$ cat src/rtl/gf180mcu_osu_sc_lshifup_pkg.sv
// Shared types and sizing helpers for the low-to-high voltage-domain crossing bank.
// The optional deglitch filter in the top level is enabled by LSHIFUP_DEGLITCH_EN.
package gf180mcu_osu_sc_lshifup_pkg;

   typedef enum logic [1:0] {
      ISO    = 2'd0,
      SETTLE = 2'd1,
      ACTIVE = 2'd2
   } lshifup_state_e;

   // Wide enough to hold SETTLE_CYCLES itself so the counter can saturate there.
   function automatic int cnt_width(input int settle_cycles);
      return (settle_cycles < 1) ? 1 : $clog2(settle_cycles + 1);
   endfunction

endpackage

$ cat src/rtl/gf180mcu_osu_sc_lshifup_sync.sv
// Multi-bit flop-chain synchroniser into the high-voltage clock domain.
// Every bit gets its own STAGES-deep chain; all flops clear on asynchronous reset.
module gf180mcu_osu_sc_lshifup_sync #(
   parameter int W      = 1,
   parameter int STAGES = 2
) (
   input  logic         clk,
   input  logic         rst_n,
   input  logic [W-1:0] d,
   output logic [W-1:0] q
);

   logic [W-1:0] chain_p [STAGES];

   always_ff @(posedge clk or negedge rst_n) begin
      if (!rst_n) begin
         for (int i = 0; i < STAGES; i++) chain_p[i] <= '0;
      end else begin
         chain_p[0] <= d;
         for (int i = 1; i < STAGES; i++) chain_p[i] <= chain_p[i-1];
      end
   end

   assign q = chain_p[STAGES-1];

endmodule

$ cat src/rtl/gf180mcu_osu_sc_lshifup_sync_bank.sv
// N-channel level-up crossing bank: synchronisers, isolation clamp and power-up settle FSM.
// Define LSHIFUP_DEGLITCH_EN to add a two-sample agreement filter on each data channel.
module gf180mcu_osu_sc_lshifup_sync_bank #(
   parameter int               WIDTH         = 8,
   parameter int               SYNC_STAGES   = 2,
   parameter int               SETTLE_CYCLES = 16,
   parameter logic [WIDTH-1:0] CLAMP_VAL     = '0
) (
   input  logic             CLK,
   input  logic             RN,
   input  logic [WIDTH-1:0] A,
   input  logic             PWR_OK,
   input  logic             EN,
   input  logic             CLR_FLAG,
   output logic [WIDTH-1:0] Y,
   output logic             READY,
   output logic             DROP_FLAG
);
   import gf180mcu_osu_sc_lshifup_pkg::*;

   localparam int              CNT_W    = cnt_width(SETTLE_CYCLES);
   localparam logic [CNT_W-1:0] CNT_LAST = CNT_W'(SETTLE_CYCLES - 1);
   localparam logic [CNT_W-1:0] CNT_MAX  = CNT_W'(SETTLE_CYCLES);

   logic [WIDTH-1:0] a_s;
   logic             pwr_s;
   lshifup_state_e   state, state_nxt;
   logic [CNT_W-1:0] cnt, cnt_nxt;
   logic             drop_set;
   logic [WIDTH-1:0] data_out;

   gf180mcu_osu_sc_lshifup_sync #(.W(WIDTH), .STAGES(SYNC_STAGES)) u_sync_a (
      .clk   (CLK),
      .rst_n (RN),
      .d     (A),
      .q     (a_s)
   );

   gf180mcu_osu_sc_lshifup_sync #(.W(1), .STAGES(SYNC_STAGES)) u_sync_pwr (
      .clk   (CLK),
      .rst_n (RN),
      .d     (PWR_OK),
      .q     (pwr_s)
   );

   always_comb begin
      state_nxt = state;
      cnt_nxt   = cnt;
      case (state)
         ISO: begin
            cnt_nxt = '0;
            if (pwr_s && EN) state_nxt = SETTLE;
         end
         SETTLE: begin
            if (!pwr_s || !EN) begin
               state_nxt = ISO;
               cnt_nxt   = '0;
            end else begin
               if (cnt != CNT_MAX) cnt_nxt = cnt + CNT_W'(1);
               if (cnt == CNT_LAST) state_nxt = ACTIVE;
            end
         end
         ACTIVE: begin
            if (!pwr_s || !EN) state_nxt = ISO;
         end
         default: begin
            state_nxt = ISO;
            cnt_nxt   = '0;
         end
      endcase
   end

   // Only a supply loss while live counts as a drop; a software disable does not.
   assign drop_set = (state == ACTIVE) && !pwr_s;

   always_ff @(posedge CLK or negedge RN) begin
      if (!RN) begin
         state     <= ISO;
         cnt       <= '0;
         DROP_FLAG <= 1'b0;
      end else begin
         state <= state_nxt;
         cnt   <= cnt_nxt;
         if (drop_set)      DROP_FLAG <= 1'b1;
         else if (CLR_FLAG) DROP_FLAG <= 1'b0;
      end
   end

`ifdef LSHIFUP_DEGLITCH_EN
   logic [WIDTH-1:0] a_dly_p1;
   logic [WIDTH-1:0] y_filt_p2;

   always_ff @(posedge CLK or negedge RN) begin
      if (!RN) begin
         a_dly_p1  <= CLAMP_VAL;
         y_filt_p2 <= CLAMP_VAL;
      end else begin
         a_dly_p1 <= a_s;
         for (int i = 0; i < WIDTH; i++)
            if (a_s[i] == a_dly_p1[i]) y_filt_p2[i] <= a_s[i];
      end
   end

   assign data_out = y_filt_p2;
`else
   assign data_out = a_s;
`endif

   // Output decodes from the state register, so the clamp lands on the same edge as ISO entry.
   assign Y     = (state == ACTIVE) ? data_out : CLAMP_VAL;
   assign READY = (state == ACTIVE);

endmodule

$ cat config.mk
export PLATFORM = sky130hd
export DESIGN_NAME = gf180mcu_osu_sc_lshifup_sync_bank
export DESIGN_NICKNAME = d
export VERILOG_FILES = /design/src/rtl/gf180mcu_osu_sc_lshifup_pkg.sv /design/src/rtl/gf180mcu_osu_sc_lshifup_sync.sv /design/src/rtl/gf180mcu_osu_sc_lshifup_sync_bank.sv
export SDC_FILE = /design/constraint.sdc
export NUM_CORES = 1
export LEC_CHECK = 0
export BUFFER_PORTS_ARGS = -buffer_cell sky130_fd_sc_hd__clkbuf_2
export CAP_MARGIN = 20
export CORE_MARGIN = 5
export CORE_UTILIZATION = 34
export DETAILED_ROUTE_END_ITERATION = 16
export HOLD_SLACK_MARGIN = 0.12
export PLACE_DENSITY_LB_ADDON = 0.05
export RECOVER_POWER = 100
export SYNTH_ARGS = -nofsm -noshare
export SYNTH_HDL_FRONTEND = slang
export SYNTH_SLANG_ARGS = --single-unit
export TNS_END_PERCENT = 5
$ cat constraint.sdc
create_clock -name CLK -period 3.2 [get_ports CLK]
set_clock_uncertainty 0.05 [all_clocks]
set_input_delay 0.64 -clock CLK [delete_from_list [all_inputs] [get_ports CLK]]
set_output_delay 0.64 -clock CLK [all_outputs]
set_load 0.005 [all_outputs]
==> results.txt <==
----------------------------------------------------
[Pwr]
  Total power per unit cell area ... 447 nW/um^2
  Post-layout power ... 0.491 mW
  Leakage power total ... 0.553 nW
  Max rail drop VDD ... 0.269 mV
  Sequential power share ... 0.703
  Fraction of power consumed by the clock network ... 0.264
  Total internal power ... 0.391 mW
  Net switching share of the total power ... 0.203
  Net switching power of the design ... 0.0996 mW
  Combinational power share ... 0.033

[Clocking]
  TritonCTS Sinks ... 26
  CTS H-tree lvls ... 1
  TritonCTS clock tree ... done
  Clock latency of the later-clocked register in the worst-skew pair ... 300 ps
  CTS max path bufs ... 2
  Number of buffers inserted by hold repair at cts ... 0
  Post-cts sizing count ... 0
  Clock root buffer ... clkbuf_4
  Number of buffers inserted by post-CTS setup repair ... 0
  Clock input transition at the sequential cells of the worst setup and hold paths ... 120 ps
  Inserted Clock Buffers ... 3

[Die]
  Die Height ... 62.9 um
  Core area ... 2710 um^2
  X dimension of the die ... 62.9 um
  Std cell rows ... 19
  Io pins ... 23
  Initial standard-cell utilization of the core ... 0.350
  DIE AREA ... 3950 um^2

[Global routing]
  Overflow left after global routing ... 0
  Routing usage on met1 ... 0.0955
  Met2 usage ... 0.150
  Met3 Resource Use GR ... 0.0288
  Via count of the first global-routing pass ... 583
  GR peak layer ... met2
  Antenna violations before repair ... 0
  First-pass GRT wire length ... 2690 um
  Pin count of the biggest net entering global routing ... 27
  Tot GR Track Use ... 0.0881

[Detailed routing]
  Number of routed nets with antenna violations ... 0
  Routed vias ... 542
  Number of optimization iterations in the first detailed-route pass ... 2
  Wirelength per Cell ... 13.0 um
  Routed WL ... 1570 um
  DRC errors left ... 0
  Iteration-0 DRC Markers ... 6
  Average vias per placed instance ... 4.48

[Timing]
  Hold Vio Cnt, Final ... 0
  Worst Max-Slew Pin Slew ... 1320 ps
  Max Clock Freq ... 0.435 GHz
  Sum of negative setup slack ... 0 ps
  # setup viols final ... 0
  Count of final max-slew check failures ... 0
  Worst slew margin ... 0.122
  Setup repair after global routing missed its margin ... false
  Tightest hold margin ... 312 ps
  Final worst path period need ... 2300 ps
  Share of the clock period used by the worst path after layout ... 0.718

[Place]
  DP Wirelength ... 1200 um
  Final Wtd Congestion ... 0.787
  Placed cell count ... 118
  Placed instance area ... 1100 um^2
  Quantity of I/O buffers inserted on ports ... 22

[Worst setup path]
  Cell-by-cell listing of the critical path ... or2b_2 > inv_1 > and2_0 > clkbuf_2
  Crit path buf inv count ... 2
  Maximum fanout along the worst path ... 10
  Crit. End Element ... primary output
  Type of origin of the critical path ... register
  Largest stage delay on the critical path ... 450 ps
  Required time at the worst-slack endpoint ... 2510 ps
  Worst endpoint data arrival time ... 1610 ps
  Top Family by Delay on Critical Path ... simple AND/OR/NAND/NOR gates
  WS Path Type ... register to primary output
  Crit path max-delay cell type ... dfrtp_1

[Logic synthesis]
  Most common flop cell mapped by yosys ... dfrtp_1
  Async SR Flop Fraction ... 1.00
  Synthesized flop and latch total ... 26
  Post-synthesis instance total ... 65
  Most common library cells after synthesis ... dfrtp_1 (26), and2_1 (8), inv_1 (4), ha_1 (3), nand2_1 (3)
  Most frequently used cell type in the post-synthesis netlist ... dfrtp_1
  Synth area leaders ... dfrtp_1 (69%), and2_1 (5.3%), ha_1 (4.0%), o41ai_4 (2.9%), nand4b_4 (2.5%)
  Number of synthesis warnings ... 0
  Number of library cell types mapped by synthesis ... 24
  Post-Syn Area ... 950 um^2
  Fraction of post-synthesis cell area in the top cell type by area ... 0.685
  Post-synthesis cell type with the largest combined area ... dfrtp_1
  Sequential-to-total area share from yosys stat ... 0.685
  Post-Synthesis Net Count ... 81
  Post-Synthesis Mean Instance Area ... 14.6 um^2
  Post-synth EDFFs ... 0

[Cells and area]
  Final Instance Area ... 1100 um^2
  Antenna fix cells ... 0
  Share of cells above drive strength 1 ... 0.289
  Finished Layout Cells ... 121
  Nets ... 108
  Area Overhead vs Synth ... 15.7%

[Flow run]
  Max-cap viol count ... 0

[Worst hold path]
  Class of the tightest hold or removal check ... register to register

[Outcome]
  Result of the run ... finished, final reports clean

----------------------------------------------------
-- final cells by class --
type	instances	area (um^2)
clock buffers	3	22.5
fillers	277	1610
inverters	5	18.8
multi-input cells	34	262
flip-flops and latches	26	651
well taps	31	38.8
repair buffers	22	106
-- cells by family (layout without fill, tap and decap cells) --
group,count (synthesis),after routing,share of synthesized area
and+or+nand+nor,20,20,0.149
DFF,26,26,0.685
AOI/OAI and AO/OA,9,9,0.0857
adders and majority gates,3,3,0.0395
buffers and inverters,5,30,0.0198
xor gates and xnor gates,1,1,0.00922
muxes,1,1,0.0119
-- final timing paths --
path	start	end	slack [ps]	cells after the start
max	state[0]$_DFFE_PN0P_	Y[4]	900	4
min	u_sync_pwr.chain_p[1]$_DFF_PN0_	u_sync_pwr.q$_DFF_PN0_	310	0
max reg2reg	cnt[0]$_DFFE_PN0P_	cnt[0]$_DFFE_PN0P_	1560	5
min reg2reg	u_sync_pwr.chain_p[1]$_DFF_PN0_	u_sync_pwr.q$_DFF_PN0_	310	0
max in group asynchronous	RN	cnt[1]$_DFFE_PN0P_	1790	1
min in group asynchronous	RN	state[1]$_DFFE_PN0P_	540	1
-- layout by cell type (no fill, tap or decap), types with 2 or more instances in the layout --
master	count
a22o_1	2
and2_0	8
clkbuf_1	3
clkbuf_2	19
clkbuf_4	3
dfrtp_1	26
ha_1	3
inv_1	5
nand2_1	3
o21ai_0	2
-- flip-flops by register name, indices dropped and copies added, names as in the netlist --
signal,flops
u_sync_pwr.q,1
state,2
cnt,5
DROP_FLAG,1
u_sync_a.chain_p,8
u_sync_a.q,8
u_sync_pwr.chain_p,1
-- through the flow --
stage / util / setup slack, ps
after floorplan: - / 1490
after global placement: 0.405 / 1330
after detailed placement: 0.405 / 1320
after CTS: 0.414 / 950
after global routing: 0.405 / 739
final: 0.405 / 904
-- power groups by stage --
stage               Clock [mW]  Sequential (mW)  Combinational, mW
floorplan                    0            0.351            0.00314
global placement             0            0.351             0.0175
detailed placement           0            0.352             0.0178
CTS                      0.139            0.345             0.0178
global route             0.150            0.347             0.0196
finish                   0.129            0.345             0.0163
-- per-layer routing --
metal / wire, um / up-vias
met5: 0 / -
met2: 800 / 11
met3: 101 / 2
li1: - / 269
met1: 648 / 260
met4: 23 / 0
Note: power is estimated with default switching activity, not from simulation.
